## src/rtl/sqrt_arbiter.sv

```systemverilog
// Round-robin arbiter/sequencer sharing one square-root core among N_REQ clients.
// Optional WAIT timeout abort is built only when SQRT_ARB_TIMEOUT_EN is defined.
//
// state | meaning
// ------+--------------------------------------------------------------
// IDLE  | no op in flight; arbitrate among active requests
// ISSUE | one-cycle start pulse to the core, grant asserted
// WAIT  | grant and radicand held until the core reports done
// RESP  | one-cycle response pulse to the winner, pointer advances
module sqrt_arbiter #(
    parameter int N_REQ          = 4,
    parameter int TIMEOUT_CYCLES = 64
) (
    input  logic                 clk,
    input  logic                 rst_n,
    input  logic [N_REQ-1:0]     req_i,
    input  logic [16*N_REQ-1:0]  valor_i,
    output logic [N_REQ-1:0]     gnt_o,
    output logic [N_REQ-1:0]     rsp_valid_o,
    output logic [7:0]           rsp_root_o,
    output logic                 rsp_err_o,
    output logic                 busy_o,
    output logic                 core_start_o,
    output logic [15:0]          core_valor_o,
    input  logic                 core_ready_i,
    input  logic [7:0]           core_root_i
);

    localparam int IW = (N_REQ > 1) ? $clog2(N_REQ) : 1;

    typedef enum logic [1:0] {
        S_IDLE  = 2'd0,
        S_ISSUE = 2'd1,
        S_WAIT  = 2'd2,
        S_RESP  = 2'd3
    } state_t;

    state_t           r_state;
    state_t           w_next;
    logic [IW-1:0]    r_ptr;
    logic [IW-1:0]    r_win;
    logic [15:0]      r_valor;
    logic [7:0]       r_root;

    logic [IW-1:0]    w_sel;
    logic             w_found;
    logic [IW:0]      w_cand;
    logic [IW-1:0]    w_ptr_inc;
    logic [N_REQ-1:0] w_onehot;
    logic             w_timeout;
    logic             w_err;

    // Scan ptr, ptr+1, ... wrapping at N_REQ; first active request wins.
    always_comb begin
        w_sel   = r_ptr;
        w_found = 1'b0;
        w_cand  = '0;
        for (int i = 0; i < N_REQ; i++) begin
            w_cand = {1'b0, r_ptr} + (IW+1)'(i);
            if (w_cand >= (IW+1)'(N_REQ)) begin
                w_cand = w_cand - (IW+1)'(N_REQ);
            end
            if (!w_found && req_i[w_cand[IW-1:0]]) begin
                w_found = 1'b1;
                w_sel   = w_cand[IW-1:0];
            end
        end
    end

    assign w_ptr_inc = (r_win == IW'(N_REQ-1)) ? '0 : r_win + 1'b1;
    assign w_onehot  = N_REQ'(1) << r_win;

`ifdef SQRT_ARB_TIMEOUT_EN
    localparam int TCW = $clog2(TIMEOUT_CYCLES + 1);

    logic [TCW-1:0] r_tcnt;
    logic           r_err;

    assign w_timeout = (r_state == S_WAIT) && (r_tcnt == TCW'(TIMEOUT_CYCLES - 1));
    assign w_err     = r_err;

    always_ff @(posedge clk or negedge rst_n) begin
        if (!rst_n) begin
            r_tcnt <= '0;
            r_err  <= 1'b0;
        end else begin
            if (r_state == S_ISSUE) begin
                r_tcnt <= '0;
            end else if (r_state == S_WAIT) begin
                r_tcnt <= r_tcnt + 1'b1;
            end
            // A done pulse in the timeout cycle still counts as success.
            if (r_state == S_WAIT) begin
                if (core_ready_i) begin
                    r_err <= 1'b0;
                end else if (w_timeout) begin
                    r_err <= 1'b1;
                end
            end
        end
    end
`else
    logic w_unused_timeout;
    assign w_unused_timeout = ^TIMEOUT_CYCLES;
    assign w_timeout        = 1'b0;
    assign w_err            = 1'b0;
`endif

    always_comb begin
        w_next = r_state;
        case (r_state)
            S_IDLE:  if (w_found) w_next = S_ISSUE;
            S_ISSUE: w_next = S_WAIT;
            S_WAIT:  if (core_ready_i || w_timeout) w_next = S_RESP;
            S_RESP:  w_next = S_IDLE;
            default: w_next = S_IDLE;
        endcase
    end

    always_comb begin
        gnt_o        = '0;
        rsp_valid_o  = '0;
        rsp_err_o    = 1'b0;
        core_start_o = 1'b0;
        busy_o       = (r_state != S_IDLE);
        case (r_state)
            S_ISSUE: begin
                gnt_o        = w_onehot;
                core_start_o = 1'b1;
            end
            S_WAIT: gnt_o = w_onehot;
            S_RESP: begin
                gnt_o       = w_onehot;
                rsp_valid_o = w_onehot;
                rsp_err_o   = w_err;
            end
            default: ;
        endcase
    end

    assign core_valor_o = r_valor;
    assign rsp_root_o   = r_root;

    always_ff @(posedge clk or negedge rst_n) begin
        if (!rst_n) begin
            r_state <= S_IDLE;
            r_ptr   <= '0;
            r_win   <= '0;
            r_valor <= '0;
            r_root  <= '0;
        end else begin
            r_state <= w_next;
            if (r_state == S_IDLE && w_found) begin
                r_win   <= w_sel;
                r_valor <= valor_i[{w_sel, 4'b0000} +: 16];
            end
            if (r_state == S_WAIT) begin
                if (core_ready_i) begin
                    r_root <= core_root_i;
                end else if (w_timeout) begin
                    r_root <= 8'h00;
                end
            end
            if (r_state == S_RESP) begin
                r_ptr <= w_ptr_inc;
            end
        end
    end

endmodule

```

## config.mk

```make
export PLATFORM = sky130hd
export DESIGN_NAME = sqrt_arbiter
export DESIGN_NICKNAME = d
export VERILOG_FILES = /design/src/rtl/sqrt_arbiter.sv
export SDC_FILE = /design/constraint.sdc
export NUM_CORES = 1
export LEC_CHECK = 0
export ABC_AREA = 1
export BUFFER_PORTS_ARGS = -buffer_cell sky130_fd_sc_hd__clkbuf_2
export CAP_MARGIN = 15
export CORE_UTILIZATION = 50
export DETAILED_ROUTE_END_ITERATION = 12
export PLACE_DENSITY = 0.86
export SLEW_MARGIN = 20
export SYNTH_ARGS = -nofsm -noshare
export SYNTH_HDL_FRONTEND = slang
export SYNTH_SLANG_ARGS = --single-unit
```

## constraint.sdc

```tcl
create_clock -name clk -period 5.3 [get_ports clk]
set_input_delay 0 -clock clk [delete_from_list [all_inputs] [get_ports clk]]
set_output_delay 0 -clock clk [all_outputs]
set_load 0.02 [all_outputs]
```

# Yosys cells after proc, flatten, opt, wreduce, memory -nomap -nowiden

Cells that the tools add are included.

Bits in registers: 30
Bits of input ports: 79
Output and inout bits: 35
Logic and storage cells: 68

$add $sub $neg: 8
$lt $le $gt $ge: 8
Eq/ne operators: 6
Shift operators: 2
Multiplexer cells: 27
Reductions and logical operators: 12

Operators by type and width:

| kind                  | count |
|---|---|
| $shiftx A64 B7 Y16    | 1 |
| $mux W2               | 11 |
| $lt A2 B3 Y1 const B  | 4 |
| $ge A3 B3 Y1 const B  | 3 |
| $mux W1               | 9 |
| $bmux W1 S2           | 4 |
| $mux W4               | 2 |
| $pmux W2 S4           | 1 |
| $sub A2 B1 Y2 const B | 4 |
| $add A2 B2 Y3 const B | 2 |
| $eq A2 B2 Y1 const B  | 3 |
| $logic_and A1 B1 Y1   | 4 |
| $ne A2 B2 Y1 const B  | 2 |
| $reduce_and A2 Y1     | 2 |
| $shl A1 B2 Y4 const A | 1 |
| $add A2 B1 Y3 const B | 1 |
| $ge A2 B3 Y1 const B  | 1 |
| $logic_not A1 Y1      | 3 |
| $reduce_or A3 Y1      | 1 |
| $add A2 B1 Y2 const B | 1 |
| $eq A2 B1 Y1 const B  | 1 |
| $logic_not A2 Y1      | 1 |
| $reduce_bool A2 Y1    | 1 |

# Longest topological paths before layout

Gate-level depths: netlist (run 1).

Depth in word-level cells: 16
Depth in mapped cells: 18
Depth with buffers taken out: 16

# Worst setup path after synthesis (run 1)

No wires, ideal clock.

Kind: register to register
Start point: reg r_ptr[0]
End point: reg r_valor[14], in the netlist core_valor_o[14]
Library setup time: 116 ps
Arrival: 1,612 ps
Data required time: 5,184 ps
Setup slack: 3,572 ps
Stages on the path, launching flop included: 13
Path buffers: 2
Clock period less this slack: 1,728 ps
Cells stage by stage: dfrtp_1 buf_6 nand2_1 nand2_1 nand2_1 nand2_4 nor2_4 nand2_1 o21ai_4 buf_2 inv_2 nand2_1 nand2_1

Longest elaborated chain between the ends: 15
Elaborated cells on any way between the ends: 39
Classes of those cells: add/sub: 7; order compare: 4; shift: 1; mux: 20; reduce/logical: 7

RTL lines:

| what                                                                   | RTL line | text |
|---|---|---|
| start, declared                                                        | 40       | `logic [IW-1:0] r_ptr;` |
| start signal, assigned                                                 | 165      | `r_ptr <= w_ptr_inc;` |
| parallel branches: the longest is 15 deep, another holds $add A2 B1 Y3 | -        |  |
| end signal, assigned                                                   | 155      | `r_valor <= valor_i[{w_sel, 4'b0000} +: 16];` |
| end, declared                                                          | 42       | `logic [15:0] r_valor;` |

Several ways; the timed one is not identified. The select of a mux whose other input is x is not followed.
A chain may end at the register's enable or synchronous reset.

# Worst setup path in the final report (run 1)

Start point: reg r_ptr[0]
End point: reg r_valor[11], in the netlist core_valor_o[11]

The elaborated chain is that of the path after synthesis.

==> results of run 1 <==
==> power by group <==
| part | switching [W] | leakage, nW | internal, W | total (W) |
|---|---|---|---|---|
| sequential | 0.0000926 | 0.368 | 0.000345 | 0.000438 |
| combinational | 0.00101 | 1.47 | 0.000481 | 0.00149 |
| clock | 0.0000829 | 0.0482 | 0.000105 | 0.000187 |
| total | 0.00118 | 1.88 | 0.000931 | 0.00211 |
==> registers in the layout, summed over array words and instances (netlist names) <==
name / cells
r_win: 2
r_state: 2
rsp_root_o: 8
r_ptr: 2
core_valor_o: 16
==> area by class of cell <==
class | instances | area, µm² | share of cell area, %
Multi-Input combinational cell | 286 | 1410 | 46.04
Clock inverter | 1 | 5.005 | 0.1634
Inverter | 24 | 95.09 | 3.105
Timing Repair Buffer | 121 | 650.6 | 21.24
Tap cell | 52 | 65.06 | 2.124
Sequential cell | 30 | 750.7 | 24.51
Clock buffer | 7 | 86.33 | 2.819
==> routing by layer <==
layer | wire length [µm] | part of all wire (%) | track usage [%]
met2 | 2858 | 50 | 43.28
met5 | 0 | 0 | 0
met4 | 97 | 1.7 | 6.667
met1 | 2534 | 44 | 28.00
met3 | 230 | 4.0 | 4.473
==> critical path, delay by kind of cell (launching register included) <==
kind / cells / cell delay (ns)
compound gates: 1 / 0.52
buf+inv: 1 / 0.18
flops: 1 / 0.64
simple gates: 9 / 1.06
==> cells in the mapped netlist (3+ instances only) <==
cell type	instances	area (µm²)
ha_1	9	112.6
o21ai_0	5	25.02
nand3_1	34	170.2
inv_1	19	71.32
nand2_2	15	93.84
mux2_2	8	90.09
inv_2	3	11.26
buf_2	5	25.02
nor2_1	7	26.28
dfrtp_1	30	750.7
nand2_4	5	56.30
buf_6	4	45.04
nand2_1	193	724.4
==> how the worst max path moves through the flow <==
stage / slack (ns) / start / endpoint
floorplan: 3.57 / r_ptr[0] / core_valor_o[14]
global placement: 2.82 / r_ptr[0] / core_valor_o[8]
finish: 2.77 / r_ptr[0] / core_valor_o[11]
detailed placement: 2.79 / r_ptr[0] / core_valor_o[1]
CTS: 2.77 / r_ptr[0] / core_valor_o[11]
global route: 2.51 / r_ptr[0] / core_valor_o[11]
==> through the flow <==
stage	hold WS [ns]	util (%)	power, W	instance area (µm²)
after floorplan	-0.2956	-	0.001646	2341
after global placement	0.1030	65.28	0.001872	2882
after detailed placement	0.1051	65.28	0.001921	2882
after CTS	0.01223	69.39	0.002118	3063
after global routing	0.03011	69.39	0.002331	3063
final	0.01896	69.39	0.002111	3063
==> cell usage in the layout (no fill, tap or decap) <==
| cell | count |
|---|---|
| dfrtp_1 | 30 |
| ha_1 | 9 |
| mux2_2 | 8 |
| nand2_1 | 193 |
| clkbuf_8 | 6 |
| clkbuf_2 | 112 |
| nor2_2 | 1 |
| inv_1 | 19 |
| a21oi_1 | 2 |
| nand4_4 | 2 |
| inv_2 | 3 |
| nand2_2 | 15 |
| clkbuf_1 | 1 |
| conb_1 | 1 |
| inv_4 | 2 |
| nand2_4 | 5 |
| nand3_2 | 1 |
| clkinv_2 | 1 |
| o21ai_0 | 5 |
| nand3_1 | 34 |
| dlygate4sd3_1 | 9 |
| nor2_4 | 2 |
| o21ai_4 | 1 |
| nor2_1 | 7 |
==> logic make-up after synthesis <==
group	after synthesis	share of synthesized area [%]
other	1	0.1602
adder cells (fa/ha/maj)	9	4.810
multiplexers	8	3.848
AND/OR/NAND/NOR	260	49.22
flip-flops	30	32.07
buffers and inverters	35	7.696
AO/OA/AOI/OAI	8	2.191
==> flow_summary.json, run 1 <==
{
  "tightest_slew_ns": 0.7632,
  "grt_pass1_vias": 2378,
  "final_hold_viol_count": 0,
  "synth_top_flop_cell": "dfrtp_1",
  "min_to": "core_valor_o[9]",
  "clk_latency_ns": 0.28,
  "grt_overflow": 0,
  "critPathCaptureType": "flip-flop",
  "ctsHtreeMaxLevel": 2,
  "dr.pass1.iters": 5,
  "cpMostUsedCell": "nand2_1",
  "cts_buffers": 5,
  "cts.sink_count": 30,
  "final_nets": 556,
  "placed_cells": 504,
  "r2r.worst_path.cells": 11,
  "wirelength_mm": 5.722,
  "synth-seq-cells": 30,
  "clock_skew_ns": 0.005012,
  "netlist_area_um2": 2341,
  "dp_hpwl_mm": 4.254,
  "r2r_start": "r_ptr[0]",
  "die_w_um": 70.43,
  "ant_nets": 0,
  "netlist_instances": 351,
  "rows": 24,
  "worst_r2r_endpoint": "core_valor_o[11]",
  "drcViolationCount": 0,
  "ioPinCount": 114,
  "cts_tree": "done",
  "design.core.area_um2": 4414,
  "layout-drive-gt1-share_pct": 33.90,
  "fmax_ghz": 0.3947,
  "n_fill_cell": 374,
  "drt-vias-per-instance": 4.933,
  "cp_max_fo": 22,
  "antenna_found_initial": 0,
  "ys_seq_area_share_pct": 32.07,
  "worst_setup_path_start_kind": "flip-flop",
  "worst_path_largest_cell_delay_ns": 0.64,
  "synth_warnings": 0,
  "rsz0062_at_grt": "no",
  "async_flop_share_pct": 100.0,
  "timing.final.ws_setup_ns": 2.767,
  "hold_path_startpoint": "valor_i[57]",
  "io_buffers": 112,
  "r2r_slack_ns": 2.77,
  "preCtsSetupSlack_ns": 2.790,
  "grt_max_degree": 35,
  "cts_root_buf": "clkbuf_8",
  "power_density_nw_per_um2": 689.3,
  "place_congestion": 0.8425,
  "max_cap_viol_count": 0,
  "min_path_cells": 5,
  "avgRoutedWirePerCell_um": 10.98,
  "outcome": "finished clean",
  "cts_resized": 0,
  "die_y_um": 70.43,
  "grt_first_pass_wirelength_mm": 9.604,
  "hold_path_class": "input pin to flip-flop",
  "setup_viol": 0,
  "vias": 2570,
  "yosysUniqueCellTypes": 22,
  "crit_slowest_cell": "dfrtp_1",
  "synth_area_per_cell_um2": 6.670,
  "syn_to_final_growth_pct": 30.84,
  "critPathArrivalTime_ns": 2.69,
  "antenna_cells": 0,
  "slew_violations": 0,
  "grt_usage_pct": 23.72,
  "clkTransAtPathRegs_ns": 0.06,
  "syn-num-nets": 439,
  "critPathKind": "flip-flop to flip-flop",
  "cts_setup_buffers": 0,
  "worstPathCellList": "inv_2 > nand2_1 > nand2_2 > nand2_1 > nand2_4 > nor2_4 > nand2_1 > o21ai_4 > nor2_2 > nand2_1 > nand3_1",
  "drt_iter0_markers": 155,
  "cts_buffer_depth": 2,
  "layout.cells.non_filler": 521,
  "power.leakage_nw": 1.884,
  "relSlewSlack_pct": 49.12,
  "start_util_pct": 53.03,
  "required_ns": 5.45,
  "irDropWorstVdd_mv": 0.5368,
  "synth-edff-count": 0,
  "die_area_um2": 4960,
  "hold_buffers": 9,
  "period_needed_ns": 2.533,
  "min_period_over_period_pct": 47.80,
  "tns_ns": 0
}
No activity file was read; power rests on OpenSTA's default activity.
==> inputs of run 2 (changes only) <==
--- a/config.mk
+++ b/config.mk
@@ -8,9 +8,9 @@
 export ABC_AREA = 1
 export BUFFER_PORTS_ARGS = -buffer_cell sky130_fd_sc_hd__clkbuf_2
 export CAP_MARGIN = 15
-export CORE_UTILIZATION = 50
+export CORE_UTILIZATION = 42
 export DETAILED_ROUTE_END_ITERATION = 12
-export PLACE_DENSITY = 0.86
+export PLACE_DENSITY = 0.77
 export SLEW_MARGIN = 20
 export SYNTH_ARGS = -nofsm -noshare
 export SYNTH_HDL_FRONTEND = slang
==> constraint.sdc (replaced) <==
create_clock -name clk -period 2 [get_ports clk]
set_input_delay 0 -clock clk [delete_from_list [all_inputs] [get_ports clk]]
set_output_delay 0 -clock clk [all_outputs]
set_load 0.02 [all_outputs]
==> run 2 against run 1 <==
Final cell count rose by 8.3%. Wire length rose by 20%. Critical path depth rose by 2. Die area rose by 18%. Count of clock-buffer cells in the layout fell by 2. Sequential power rose to 2.6 times the previous value. Sequential cell count did not move. Maximum frequency rose by 27%. Sequential share of layout area fell by 2.8 points. Register-to-register slack got worse by 2.8 ns.
==> flow_summary.json, run 2 (synthesis results as in run 1) <==
{
  "max_cap_viol_count": 0,
  "place_congestion": 0.7514,
  "io_buffers": 112,
  "critPathCaptureType": "flip-flop",
  "cts_buffer_depth": 2,
  "clkPwrFrac_pct": 7.2,
  "min_period_over_period_pct": 99.60,
  "die_area_um2": 5876,
  "tightest_slew_ns": 0.7843,
  "largest_register_ffs": 16,
  "drcViolationCount": 0,
  "crit_slowest_cell": "dfrtp_2",
  "start_util_pct": 44.70,
  "dr.pass1.iters": 4,
  "internal_power_w": 0.003136,
  "relSlewSlack_pct": 47.71,
  "power_density_nw_per_um2": 1957,
  "tns_ns": 0,
  "fin_util_pct": 66.34,
  "die_w_um": 76.66,
  "irDropWorstVdd_mv": 0.9644,
  "cts_root_buf": "clkbuf_8",
  "clock_skew_ns": 0.004897,
  "critPathArrivalTime_ns": 2.17,
  "final_cell_mix": "nand2_1 (176), clkbuf_2 (112), dfrtp_1 (28)",
  "hold_path_class": "input pin to flip-flop",
  "cts_tree": "done",
  "cpMostUsedCell": "nand2_1",
  "rows": 26,
  "cpLargestDelayFamily": "simple AND/OR/NAND/NOR gates",
  "vias": 2733,
  "layout_commonest_cell": "nand2_1",
  "p_sw_w": 0.003665,
  "die_y_um": 76.66,
  "clk_latency_ns": 0.28,
  "cp_max_fo": 7,
  "antenna_cells": 0,
  "fmax_ghz": 0.5020,
  "placed_cells": 532,
  "ctsHtreeMaxLevel": 2,
  "layout.cells.non_filler": 564,
  "power.leakage_nw": 2.069,
  "cp_num_buf_inv": 3,
  "worst_setup_path_start_kind": "flip-flop",
  "rsz0062_at_grt": "yes",
  "avgRoutedWirePerCell_um": 12.14,
  "ioPinCount": 114,
  "final_hold_viol_count": 0,
  "drt-vias-per-instance": 4.846,
  "n_fill_cell": 467,
  "p_comb_share_pct": 76.1,
  "setup_viol": 0,
  "clkTransAtPathRegs_ns": 0.07,
  "p_seq_share_pct": 16.7,
  "layout-drive-gt1-share_pct": 42.71,
  "drt_iter0_markers": 151,
  "outcome": "finished clean",
  "ant_nets": 0,
  "grt_usage_pct": 21.66,
  "design.core.area_um2": 5238,
  "grt_max_degree": 31,
  "grt_overflow": 0,
  "worstPathCellList": "buf_6 > nand2_2 > nand3_1 > nand2_4 > buf_12 > nand4_4 > clkbuf_16 > nand3_1 > nand2_1 > nand2_1 > nand2_1 > nand2_1 > nand2_1",
  "syn_to_final_growth_pct": 48.42,
  "final_nets": 581,
  "hold_slack_ns": 0.02345,
  "wirelength_mm": 6.847,
  "antenna_found_initial": 0,
  "cts.sink_count": 30,
  "slew_violations": 0,
  "place_area_um2": 2979,
  "grt_pass1_vias": 2359,
  "cts_buffers": 5,
  "fin_area_um2": 3475,
  "required_ns": 2.18,
  "critPathKind": "flip-flop to flip-flop",
  "p_sw_share_pct": 53.89,
  "worst_path_largest_cell_delay_ns": 0.48,
  "grt_first_pass_wirelength_mm": 10.29,
  "dp_hpwl_mm": 4.652,
  "period_needed_ns": 1.992
}
[run 2: cell type report]
class | count | area [µm²] | area share [%]
multi-input combinational | 288 | 1554 | 44.72
timing repair inverter | 1 | 6.256 | 0.1801
inverter | 24 | 100.1 | 2.881
clock buffer | 5 | 68.82 | 1.981
sequential | 30 | 753.2 | 21.68
clock inverter | 3 | 21.27 | 0.6122
timing repair buffer | 143 | 883.3 | 25.42
tap | 70 | 87.58 | 2.521
[run 2: metal layers]
metal | vias to the layer above | global-route usage (%) | share of wire, %
li1 | 1367 | - | -
met1 | 1222 | 26.54 | 42
met5 | - | 0 | 0
met2 | 129 | 38.92 | 50
met3 | 15 | 4.524 | 7.0
met4 | 0 | 4.615 | 1.5
[run 2: worst paths after layout]
check                                start               end  slack (ns)  depth (start not counted)
hold reg to reg            core_valor_o[5]   core_valor_o[5]        0.48                          2
min in group asynchronous            rst_n     rsp_root_o[7]        0.39                          2
hold / removal                 valor_i[63]  core_valor_o[15]        0.02                          5
setup reg to reg                  r_ptr[0]   core_valor_o[2]       0.008                         13
setup / recovery                  r_ptr[0]   core_valor_o[2]       0.008                         13
max in group asynchronous            rst_n          r_ptr[1]        1.06                          2
[run 2: stage by stage]
| step | total power (W) | setup slack (ns) |
|---|---|---|
| after floorplan | 0.004361 | 0.2719 |
| after global placement | 0.005269 | 0.09931 |
| after detailed placement | 0.005393 | 0.01342 |
| after CTS | 0.005971 | 0.04193 |
| after global routing | 0.007413 | -0.08098 |
| final | 0.006801 | 0.008090 |
[run 2: tightest hold or removal path: cells and delay by family]
kind	cells	cell delay, ns
buf+inv	1	0.08
simple gates	4	0.20
[run 2: repair_timing]
item                                   in CTS  in global routing
resized for setup                           2                 48
hold buffers                                9                  0
pin swaps                                   1                 22
setup endpoints to repair                   1                 18
setup buffers                               0                 10
endpoints found under the hold margin      38                  0
gates cloned                                1                  4
[run 2: power groups by stage]
stage	Clock (W)	Combinational (W)	Sequential, W
floorplan	0	0.00301	0.00135
global placement	0	0.00416	0.00111
detailed placement	0	0.00428	0.00112
CTS	0.000502	0.00436	0.00111
global route	0.000525	0.00571	0.00117
finish	0.000492	0.00517	0.00114
==> inputs of run 3 (changes only) <==
--- a/config.mk
+++ b/config.mk
@@ -10,6 +10,7 @@
 export CAP_MARGIN = 15
 export CORE_UTILIZATION = 42
 export DETAILED_ROUTE_END_ITERATION = 12
+export MAX_ROUTING_LAYER = met4
 export PLACE_DENSITY = 0.77
 export SLEW_MARGIN = 20
 export SYNTH_ARGS = -nofsm -noshare
==> run 3 against run 2 <==
Final cell count decreased by 2.3%. Clock power increased by 27%. Sequential power about the same. Cell area decreased by 6.6%. First-iteration DRC count decreased by 20%. Largest power group unchanged. Hold slack got worse by 0.011 ns. Via count decreased by 6.6%. Power decreased by 8.7%. Die area unchanged.
==> flow_summary.json, run 3 (synthesis results as in run 1) <==
{
  "grt_overflow": 0,
  "clkTransAtPathRegs_ns": 0.07,
  "max_cap_viol_count": 0,
  "rsz0062_at_grt": "yes",
  "worst_r2r_endpoint": "core_valor_o[6]",
  "tightest_slew_ns": 0.7328,
  "grt_usage_pct": 21.95,
  "power_density_nw_per_um2": 1913,
  "slew_violations": 0,
  "ioPinCount": 114,
  "vias": 2553,
  "antenna_found_initial": 0,
  "design.core.area_um2": 5238,
  "dr.pass1.iters": 4,
  "drt-vias-per-instance": 4.633,
  "syn_to_final_growth_pct": 38.70,
  "die_w_um": 76.66,
  "final_hold_viol_count": 0,
  "register_area_um2": 752.0,
  "n_fill_cell": 514,
  "ant_nets": 0,
  "outcome": "finished clean",
  "ctsHtreeMaxLevel": 2,
  "cts.sink_count": 30,
  "critPathArrivalTime_ns": 2.07,
  "die_y_um": 76.66,
  "multi_input_area_um2": 1443,
  "antenna_cells": 0,
  "critPathCaptureType": "flip-flop",
  "tns_ns": 0,
  "drt_iter0_markers": 121,
  "place_area_um2": 2972,
  "required_ns": 2.19,
  "dp_hpwl_mm": 4.586,
  "largest_register_ffs": 16,
  "cts_tree": "done",
  "met1_length_mm": 2.682,
  "layout_commonest_cell": "nand2_1",
  "irDropWorstVdd_mv": 1.222,
  "cts_root_buf": "clkbuf_8",
  "setup_viol": 0,
  "place_congestion": 0.7581,
  "hold_path_class": "input pin to flip-flop",
  "routed-wl-met3_um": 350,
  "rows": 26,
  "power.leakage_nw": 1.952,
  "critPathKind": "flip-flop to flip-flop",
  "cts_buffer_depth": 2,
  "clock_skew_ns": 0.01201,
  "drcViolationCount": 0,
  "relSlewSlack_pct": 51.15,
  "min_period_over_period_pct": 94.22,
  "r2r_slack_ns": 0.12,
  "wirelength_mm": 6.120,
  "clk_latency_ns": 0.29,
  "cp_max_fo": 14,
  "avgRoutedWirePerCell_um": 11.11,
  "hold_path_startpoint": "valor_i[61]",
  "grt_max_degree": 31,
  "top_layer": "met4",
  "io_buffers": 112,
  "r2r_start": "r_ptr[0]",
  "min_path_cells": 5,
  "fin_area_um2": 3247,
  "start_util_pct": 44.70,
  "final_cell_mix": "nand2_1 (192), clkbuf_2 (112), nand3_1 (34)",
  "r2r.worst_path.cells": 14,
  "fmax_ghz": 0.5307,
  "layout-drive-gt1-share_pct": 36.17,
  "die_area_um2": 5876,
  "grt_first_pass_wirelength_mm": 10.12,
  "final_nets": 568,
  "min_to": "core_valor_o[13]",
  "wl_met2_mm": 3.011,
  "grt_pass1_vias": 2394,
  "period_needed_ns": 1.884,
  "worst_setup_path_start_kind": "flip-flop",
  "cts_buffers": 5
}
## run 3: cell types whose count changed in the layout (fill, tap and decap cells not counted), sizes merged
cell and delta:
buf -10, clkinv -3, bufinv +1, clkbuf -1
clkinvlp +1, nand2 -1
## run 3: worst max-delay path by stage
| stage | startpoint | to | cells past startpoint |
|---|---|---|---|
| final | r_ptr[0] | core_valor_o[6] | 14 |
| after global routing | r_ptr[0] | core_valor_o[14] | 16 |
| after CTS | r_ptr[1] | core_valor_o[0] | 13 |
| after detailed placement | r_ptr[1] | core_valor_o[0] | 13 |
| after global placement | r_ptr[1] | core_valor_o[9] | 14 |
| after floorplan | r_ptr[0] | core_valor_o[14] | 12 |
## run 3: cell type report
type	instances	area share, %
inverters	24	3.006
clock buffers	5	2.119
well taps	70	2.697
repair buffers	132	23.20
flip-flops and latches	30	23.16
clock inverters	3	1.387
multi-input cells	287	44.43
## run 3: through the flow
stage	power [W]	hold slack, ns	std cells	utilization, %	worst slack [ns]
after global routing	0.006811	0.04401	551	61.99	-0.02508
after global placement	0.005220	0.09942	531	56.74	0.08141
after detailed placement	0.005320	0.1001	531	56.74	-0.01710
final	0.006212	0.01211	551	61.99	0.1155
after CTS	0.006043	0.01172	549	60.89	0.0006117
after floorplan	0.004361	-0.2956	351	-	0.2719
## run 3: per-layer routing
layer,vias to the layer above,track usage (%)
met2,88,39.46
li1,1338,-
met1,1120,24.76
met5,-,-
met4,0,6.923
met3,7,3.690
## run 3: repair_timing
item                                   CTS  global route
hold buffers                             9             0
gates cloned                             1             0
pin swaps                                1             1
endpoints found under the hold margin   38             0
buffers inserted                         0             2
resized for setup                        2            10
setup endpoints to repair                9            16
## run 3: where the power goes
part / internal (W) / leakage (nW) / switching [W] / total, W
Sequential: 0.000918 / 0.367 / 0.000214 / 0.00113
Combinational: 0.00158 / 1.53 / 0.00288 / 0.00445
Clock: 0.000370 / 0.0504 / 0.000257 / 0.000627
## run 3: worst max-delay path, stage by stage, from the launching register on
cell	delay [ns]
dfrtp_1	0.43
buf_4	0.16
nand2_1	0.05
nand2_1	0.08
nand2_1	0.11
nand2_4	0.08
nor2_4	0.13
nand4_4	0.13
buf_4	0.22
nand3_1	0.09
nand2_1	0.05
nand2_1	0.06
nand2_1	0.06
nand2_1	0.06
nand2_1	0.05
